$ cat src/rtl/perf_cfg_axi_master.sv
// rtl/perf_cfg_axi_master.sv - single-beat AXI4 config initiator for the perf monitor slave port
module perf_cfg_axi_master #(
    parameter int ADDR_WIDTH     = 64,
    parameter int DATA_WIDTH     = 64,
    parameter int ID_WIDTH       = 4,
    parameter int AXI_ID         = 0,
    parameter int TIMEOUT_CYCLES = 255
) (
    input  logic                    clk_i,
    input  logic                    rst_ni,
    // command port
    input  logic                    req_valid_i,
    output logic                    req_ready_o,
    input  logic                    req_write_i,
    input  logic [ADDR_WIDTH-1:0]   req_addr_i,
    input  logic [DATA_WIDTH-1:0]   req_wdata_i,
    input  logic [DATA_WIDTH/8-1:0] req_wstrb_i,
    // response port
    output logic                    rsp_valid_o,
    input  logic                    rsp_ready_i,
    output logic [DATA_WIDTH-1:0]   rsp_rdata_o,
    output logic [1:0]              rsp_resp_o,
    output logic                    rsp_timeout_o,
    // AW channel
    output logic                    aw_valid_o,
    output logic [ADDR_WIDTH-1:0]   aw_addr_o,
    output logic [7:0]              aw_len_o,
    output logic [2:0]              aw_size_o,
    output logic [ID_WIDTH-1:0]     aw_id_o,
    input  logic                    aw_ready_i,
    // W channel
    output logic                    w_valid_o,
    output logic [DATA_WIDTH-1:0]   w_data_o,
    output logic [DATA_WIDTH/8-1:0] w_strb_o,
    output logic                    w_last_o,
    input  logic                    w_ready_i,
    // B channel
    input  logic                    b_valid_i,
    input  logic [1:0]              b_resp_i,
    input  logic [ID_WIDTH-1:0]     b_id_i,
    output logic                    b_ready_o,
    // AR channel
    output logic                    ar_valid_o,
    output logic [ADDR_WIDTH-1:0]   ar_addr_o,
    output logic [7:0]              ar_len_o,
    output logic [2:0]              ar_size_o,
    output logic [ID_WIDTH-1:0]     ar_id_o,
    input  logic                    ar_ready_i,
    // R channel
    input  logic                    r_valid_i,
    input  logic [DATA_WIDTH-1:0]   r_data_i,
    input  logic [1:0]              r_resp_i,
    input  logic                    r_last_i,
    input  logic [ID_WIDTH-1:0]     r_id_i,
    output logic                    r_ready_o
);

    localparam int                STRB_W      = DATA_WIDTH / 8;
    localparam logic [2:0]        AXSIZE      = 3'($clog2(STRB_W));
    localparam logic [ID_WIDTH-1:0] ID_VAL    = ID_WIDTH'(AXI_ID);
    localparam int                CNT_W       = (TIMEOUT_CYCLES > 0) ? $clog2(TIMEOUT_CYCLES + 1) : 1;
    localparam logic [CNT_W-1:0]  WD_MAX      = CNT_W'(TIMEOUT_CYCLES);
    localparam logic              WD_ENABLE   = (TIMEOUT_CYCLES > 0);
    localparam logic [1:0]        RESP_SLVERR = 2'b10;

    typedef enum logic [2:0] {
        IDLE,
        WR_REQ,
        WR_RESP,
        RD_REQ,
        RD_RESP,
        DRAIN,
        RSP
    } state_t;

    state_t                  r_state;
    logic                    r_is_write;
    logic [CNT_W-1:0]        r_wd_cnt;

    logic                    r_req_ready;
    logic                    r_rsp_valid;
    logic [DATA_WIDTH-1:0]   r_rsp_rdata;
    logic [1:0]              r_rsp_resp;
    logic                    r_rsp_timeout;

    logic                    r_aw_valid;
    logic [ADDR_WIDTH-1:0]   r_aw_addr;
    logic [2:0]              r_aw_size;
    logic [ID_WIDTH-1:0]     r_aw_id;
    logic                    r_w_valid;
    logic [DATA_WIDTH-1:0]   r_w_data;
    logic [STRB_W-1:0]       r_w_strb;
    logic                    r_w_last;
    logic                    r_b_ready;
    logic                    r_ar_valid;
    logic [ADDR_WIDTH-1:0]   r_ar_addr;
    logic [2:0]              r_ar_size;
    logic [ID_WIDTH-1:0]     r_ar_id;
    logic                    r_r_ready;

    logic w_aw_hs;
    logic w_w_hs;
    logic w_ar_hs;
    logic w_b_match;
    logic w_r_match;
    logic w_wd_expired;
    logic w_late_beat;

    assign w_aw_hs      = r_aw_valid && aw_ready_i;
    assign w_w_hs       = r_w_valid && w_ready_i;
    assign w_ar_hs      = r_ar_valid && ar_ready_i;
    assign w_b_match    = b_valid_i && (b_id_i == ID_VAL);
    assign w_r_match    = r_valid_i && (r_id_i == ID_VAL);
    assign w_wd_expired = WD_ENABLE && (r_wd_cnt == WD_MAX);
    assign w_late_beat  = r_is_write ? w_b_match : w_r_match;

    // Command FSM: every AXI and response output is a register owned by this block.
    always_ff @(posedge clk_i or negedge rst_ni) begin
        if (!rst_ni) begin
            r_state       <= IDLE;
            r_is_write    <= 1'b0;
            r_wd_cnt      <= '0;
            r_req_ready   <= 1'b0;
            r_rsp_valid   <= 1'b0;
            r_rsp_rdata   <= '0;
            r_rsp_resp    <= 2'b00;
            r_rsp_timeout <= 1'b0;
            r_aw_valid    <= 1'b0;
            r_aw_addr     <= '0;
            r_aw_size     <= 3'd0;
            r_aw_id       <= '0;
            r_w_valid     <= 1'b0;
            r_w_data      <= '0;
            r_w_strb      <= '0;
            r_w_last      <= 1'b0;
            r_b_ready     <= 1'b0;
            r_ar_valid    <= 1'b0;
            r_ar_addr     <= '0;
            r_ar_size     <= 3'd0;
            r_ar_id       <= '0;
            r_r_ready     <= 1'b0;
        end else begin
            case (r_state)
                IDLE: begin
                    r_req_ready <= 1'b1;
                    if (req_valid_i && r_req_ready) begin
                        r_req_ready <= 1'b0;
                        r_is_write  <= req_write_i;
                        r_aw_size   <= AXSIZE;
                        r_ar_size   <= AXSIZE;
                        r_aw_id     <= ID_VAL;
                        r_ar_id     <= ID_VAL;
                        r_w_last    <= 1'b1;
                        if (req_write_i) begin
                            r_aw_addr  <= req_addr_i;
                            r_w_data   <= req_wdata_i;
                            r_w_strb   <= req_wstrb_i;
                            r_aw_valid <= 1'b1;
                            r_w_valid  <= 1'b1;
                            r_state    <= WR_REQ;
                        end else begin
                            r_ar_addr  <= req_addr_i;
                            r_ar_valid <= 1'b1;
                            r_state    <= RD_REQ;
                        end
                    end
                end

                WR_REQ: begin
                    // AW and W retire independently; leave once both have handshaked.
                    if (w_aw_hs) r_aw_valid <= 1'b0;
                    if (w_w_hs)  r_w_valid  <= 1'b0;
                    if ((!r_aw_valid || w_aw_hs) && (!r_w_valid || w_w_hs)) begin
                        r_b_ready <= 1'b1;
                        r_wd_cnt  <= '0;
                        r_state   <= WR_RESP;
                    end
                end

                WR_RESP: begin
                    // Beats with a foreign ID are accepted by b_ready and dropped here.
                    if (w_b_match) begin
                        r_b_ready     <= 1'b0;
                        r_rsp_rdata   <= '0;
                        r_rsp_resp    <= b_resp_i;
                        r_rsp_timeout <= 1'b0;
                        r_rsp_valid   <= 1'b1;
                        r_state       <= RSP;
                    end else if (w_wd_expired) begin
                        r_rsp_rdata   <= '0;
                        r_rsp_resp    <= RESP_SLVERR;
                        r_rsp_timeout <= 1'b1;
                        r_rsp_valid   <= 1'b1;
                        r_state       <= DRAIN;
                    end else if (r_wd_cnt != WD_MAX) begin
                        r_wd_cnt <= r_wd_cnt + CNT_W'(1);
                    end
                end

                RD_REQ: begin
                    if (w_ar_hs) begin
                        r_ar_valid <= 1'b0;
                        r_r_ready  <= 1'b1;
                        r_wd_cnt   <= '0;
                        r_state    <= RD_RESP;
                    end
                end

                RD_RESP: begin
                    // A single-beat read must carry last; otherwise report it as a slave error.
                    if (w_r_match) begin
                        r_r_ready     <= 1'b0;
                        r_rsp_rdata   <= r_data_i;
                        r_rsp_resp    <= r_last_i ? r_resp_i : RESP_SLVERR;
                        r_rsp_timeout <= 1'b0;
                        r_rsp_valid   <= 1'b1;
                        r_state       <= RSP;
                    end else if (w_wd_expired) begin
                        r_rsp_rdata   <= '0;
                        r_rsp_resp    <= RESP_SLVERR;
                        r_rsp_timeout <= 1'b1;
                        r_rsp_valid   <= 1'b1;
                        r_state       <= DRAIN;
                    end else if (r_wd_cnt != WD_MAX) begin
                        r_wd_cnt <= r_wd_cnt + CNT_W'(1);
                    end
                end

                DRAIN: begin
                    // The timeout response may be taken while the late beat is still owed;
                    // no new command is accepted until that beat has been swallowed.
                    if (r_rsp_valid && rsp_ready_i) r_rsp_valid <= 1'b0;
                    if (w_late_beat) begin
                        r_b_ready <= 1'b0;
                        r_r_ready <= 1'b0;
                        if (r_rsp_valid && !rsp_ready_i) begin
                            r_state <= RSP;
                        end else begin
                            r_req_ready <= 1'b1;
                            r_state     <= IDLE;
                        end
                    end
                end

                RSP: begin
                    if (rsp_ready_i) begin
                        r_rsp_valid <= 1'b0;
                        r_req_ready <= 1'b1;
                        r_state     <= IDLE;
                    end
                end

                default: r_state <= IDLE;
            endcase
        end
    end

    assign req_ready_o   = r_req_ready;
    assign rsp_valid_o   = r_rsp_valid;
    assign rsp_rdata_o   = r_rsp_rdata;
    assign rsp_resp_o    = r_rsp_resp;
    assign rsp_timeout_o = r_rsp_timeout;

    assign aw_valid_o = r_aw_valid;
    assign aw_addr_o  = r_aw_addr;
    assign aw_len_o   = 8'd0;
    assign aw_size_o  = r_aw_size;
    assign aw_id_o    = r_aw_id;

    assign w_valid_o  = r_w_valid;
    assign w_data_o   = r_w_data;
    assign w_strb_o   = r_w_strb;
    assign w_last_o   = r_w_last;

    assign b_ready_o  = r_b_ready;

    assign ar_valid_o = r_ar_valid;
    assign ar_addr_o  = r_ar_addr;
    assign ar_len_o   = 8'd0;
    assign ar_size_o  = r_ar_size;
    assign ar_id_o    = r_ar_id;

    assign r_ready_o  = r_r_ready;

endmodule

$ cat config.mk
export PLATFORM = sky130hd
export DESIGN_NAME = perf_cfg_axi_master
export DESIGN_NICKNAME = d
export VERILOG_FILES = /design/src/rtl/perf_cfg_axi_master.sv
export SDC_FILE = /design/constraint.sdc
export NUM_CORES = 1
export LEC_CHECK = 0
export CORE_AREA = 2 2 207 209
export CTS_BUF_LIST = sky130_fd_sc_hd__clkbuf_8 sky130_fd_sc_hd__clkbuf_16
export CTS_CLUSTER_SIZE = 30
export DETAILED_ROUTE_END_ITERATION = 12
export DIE_AREA = 0 0 209 211
export DONT_BUFFER_PORTS = 1
export PLACE_DENSITY_LB_ADDON = 0.1
export SLEW_MARGIN = 25
export SYNTH_ARGS = -nofsm -noshare
export SYNTH_HDL_FRONTEND = slang
export SYNTH_SLANG_ARGS = --single-unit
$ cat constraint.sdc
create_clock -name clk_i -period 2.2 [get_ports clk_i]
set_input_delay 0.66 -clock clk_i [delete_from_list [all_inputs] [get_ports clk_i]]
set_output_delay 0.66 -clock clk_i [all_outputs]
set_load 0.01 [all_outputs]
==> impl_metrics.env <==
export IMPL_vias=7591
export IMPL_path_max_fanout=12
export IMPL_syn2layout_area_growth_pct=16.42
export IMPL_antenna_left=0
export IMPL_place_area_um2=11980
export IMPL_yosys_warnings=0
export IMPL_cp_required_ps=2590
export IMPL_numCtsBuffers=35
export IMPL_critPathKind="flip-flop to flip-flop"
export IMPL_ys_ff_latch=287
export IMPL_ir_worst_vdd_uv=581.3
export IMPL_hold_viol=287
export IMPL_die_h_um=211
export IMPL_min_path_type="primary input to asynchronous set/reset pin"
export IMPL_synthXorXnorAreaFrac_pct=0.07702
export IMPL_period_minus_slack_ps=2085
export IMPL_clock_tree_root_cell="clkbuf_16"
export IMPL_drc_errors=0
export IMPL_synth_edf_count=0
export IMPL_syn_inst=1052
export IMPL_dieArea_um2=44100
export IMPL_seq_area_frac_synth_pct=63.15
export IMPL_period_share_pct=94.76
export IMPL_grt_usage_pct=15.87
export IMPL_place_gp_congestion=0.7352
export IMPL_drv_cap=0
export IMPL_final_area_um2=13240
export IMPL_h_tree_depth=2
export IMPL_setup_tns_ps=0
export IMPL_timing_final_max_slew_violations=0
export IMPL_startpoint_type="flip-flop"
export IMPL_power_density_nw_per_um2=1488
export IMPL_core_area_um2=41760
export IMPL_max_freq_mhz=479.7
export IMPL_synthFlopType="dfrtp_1"
export IMPL_slew_headroom_pct=55.31
export IMPL_drt_pass1_iterations=5
export IMPL_tightest_slew_ps=670.4
export IMPL_clk_path_buf_depth=3
export IMPL_ys_top_cells_by_area="dfrtp_1 63%, nand2_1 14%, mux2_2 6.6%"
export IMPL_die_x_um=209
export IMPL_synth_top_area_share_pct=63.15
export IMPL_antenna_found_initial=3
export IMPL_wl_per_cell_um=22.24
export IMPL_rows=75
export IMPL_synth_top_family_by_area="simple AND/OR/NAND/NOR gates"
export IMPL_end_kind="flip-flop"
export IMPL_cts_tree="built"
export IMPL_violations="hold timing"
export IMPL_cts_sinks=287
export IMPL_status="finished with violations"
export IMPL_drtIter0Drc=446
export IMPL_layout_drive_gt1_share_pct=15.46
export IMPL_max_stage_delay_ps=410
export IMPL_async_reset_ff_share_pct=100.0
export IMPL_dp_hpwl_um=25370
export IMPL_cp_cell_sequence="buf_12, or3b_4, nand3_1, nand4_1, o311ai_0, o41ai_1"
export IMPL_synth_top_area_cell="dfrtp_1"
export IMPL_io_pins=528
export IMPL_grt_pass1_wl_um=52890
export IMPL_p_leak_nw=6.470
export IMPL_cp_slowest_cell="dfrtp_1"
export IMPL_final_util_pct=31.70
export IMPL_syn_mean_instance_area_um2=10.81
export IMPL_grt_pass1_vias=7870
export IMPL_synth_common_cells="430 x nand2_1, 287 x dfrtp_1, 67 x mux2_2"
export IMPL_syn_area_um2=11370
export IMPL_wirelength_um=36220
export IMPL_cts_clk_slew_worst_paths_ps=60
export IMPL_nets=1286
export IMPL_finalSetupViolations=0
export IMPL_clk_latency_ps=540
export IMPL_synth_most_common_cell="nand2_1"
export IMPL_synthSimpleGateAreaFrac_pct=17.46
export IMPL_overflow=0
export IMPL_hold_worst_slack_ps=-187.0
export IMPL_startpoint="r_state[2]"
export IMPL_initial_utilization_pct=27.23
export IMPL_synth_distinct_cells=52
export IMPL_avgViaCountPerCell=4.660
export IMPL_rsz0062_at_grt="no"
export IMPL_critPathArrivalTime_ps=2470
export IMPL_synth_mux_area_share_pct=6.810
export IMPL_synth_fa_ha_area_share_pct=0.1100
export IMPL_synth_compound_area_share_pct=7.801
export IMPL_r2r_start="r_state[2]"
export IMPL_finClkSkew_ps=23.72
export IMPL_grt_start_max_net_pins=288
export IMPL_io_buffers=0
## final timing paths
check | to | slack [ps] | cells past startpoint
setup / recovery | r_wd_cnt[5] | 120 | 6
hold / removal | w_data_o[8] | -190 | 0
setup reg to reg | r_wd_cnt[5] | 120 | 6
hold reg to reg | r_wd_cnt[0] | 520 | 1
max in group asynchronous | aw_addr_o[0] | 2000 | 0
min in group clk_i | aw_addr_o[47] | 220 | 2
## kinds of logic (layout without fill, tap and decap cells)
family                   count (synthesis)  in the layout
multiplexers                            69             69
XOR/XNOR                                 1              1
buffers and inverters                   90            100
adder cells (fa/ha/maj)                  1              1
flip-flops                             287            287
AND/OR/NAND/NOR                        492            492
other                                    1             29
AO/OA/AOI/OAI                          111            111
## layout by cell type (no fill, tap or decap), drive strengths merged, types with 4 or more instances in the layout
cell and count:
o21ai 10, clkinv 5, dfrtp 287, nor2b 4, nor2 15, clkbuf 43
a21oi 12, conb 26, nand2b 6, mux2 67, buf 34, nand3 13
nor4 4, a22o 65, nand4 4, o31ai 4, inv 14, nand2 430
a31oi 4
## routing by layer
layer / GRT usage [%] / wire length, µm
met1: 16.79 / 12970
met2: 26.95 / 17900
met3: 8.118 / 4201
met4: 6.059 / 1135
met5: 0 / 16
## power breakdown
part           switching [mW]  internal (mW)  leakage, nW  total [mW]
clock                    2.29           3.53        0.610        5.81
combinational            1.78           1.73         2.22        3.51
sequential               2.97           7.40         3.64        10.4
## worst max-delay path, delay by kind of cell (launching register included)
| family | cells | cell delay, ps |
|---|---|---|
| flops | 1 | 410 |
| buf+inv | 1 | 150 |
| simple gates | 3 | 900 |
| compound gates | 2 | 480 |
## layout make-up
type / count / area, µm²
sequential: 287 / 7182
timing repair buffer: 35 / 396.6
clock buffer: 42 / 983.4
inverter: 3 / 11.26
fill: 4286 / 28520
tap: 539 / 674.4
antenna: 3 / 7.507
multi-input combinational: 700 / 3804
clock inverter: 20 / 180.2
## metrics by stage
stage	std cells	setup slack (ps)	power, mW	hold WS, ps
after CTS	1622	34.74	20.03	-224.6
after floorplan	1077	145.7	12.30	364.4
after global placement	1560	26.56	14.01	371.6
after detailed placement	1560	-11.59	14.03	374.2
final	1629	115.3	19.69	-187.0
after global routing	1628	20.87	20.96	-223.4
## sequential cells by signal, indices dropped and copies added (netlist names), 2 cells and up
| name | flops |
|---|---|
| rsp_resp_o | 2 |
| r_wd_cnt | 8 |
| r_state | 3 |
| ar_addr_o | 64 |
| rsp_rdata_o | 64 |
| aw_addr_o | 64 |
| w_strb_o | 8 |
| w_data_o | 64 |
## repair_timing
action | in CTS | in global routing
pin swaps | 0 | 2
gates resized for setup | 1 | 5
hold endpoints to repair | 287 | 287
gates cloned | 0 | 2
setup buffers | 0 | 2
endpoints found under the setup margin | 39 | 62
Power figures use the tool's default switching activity.
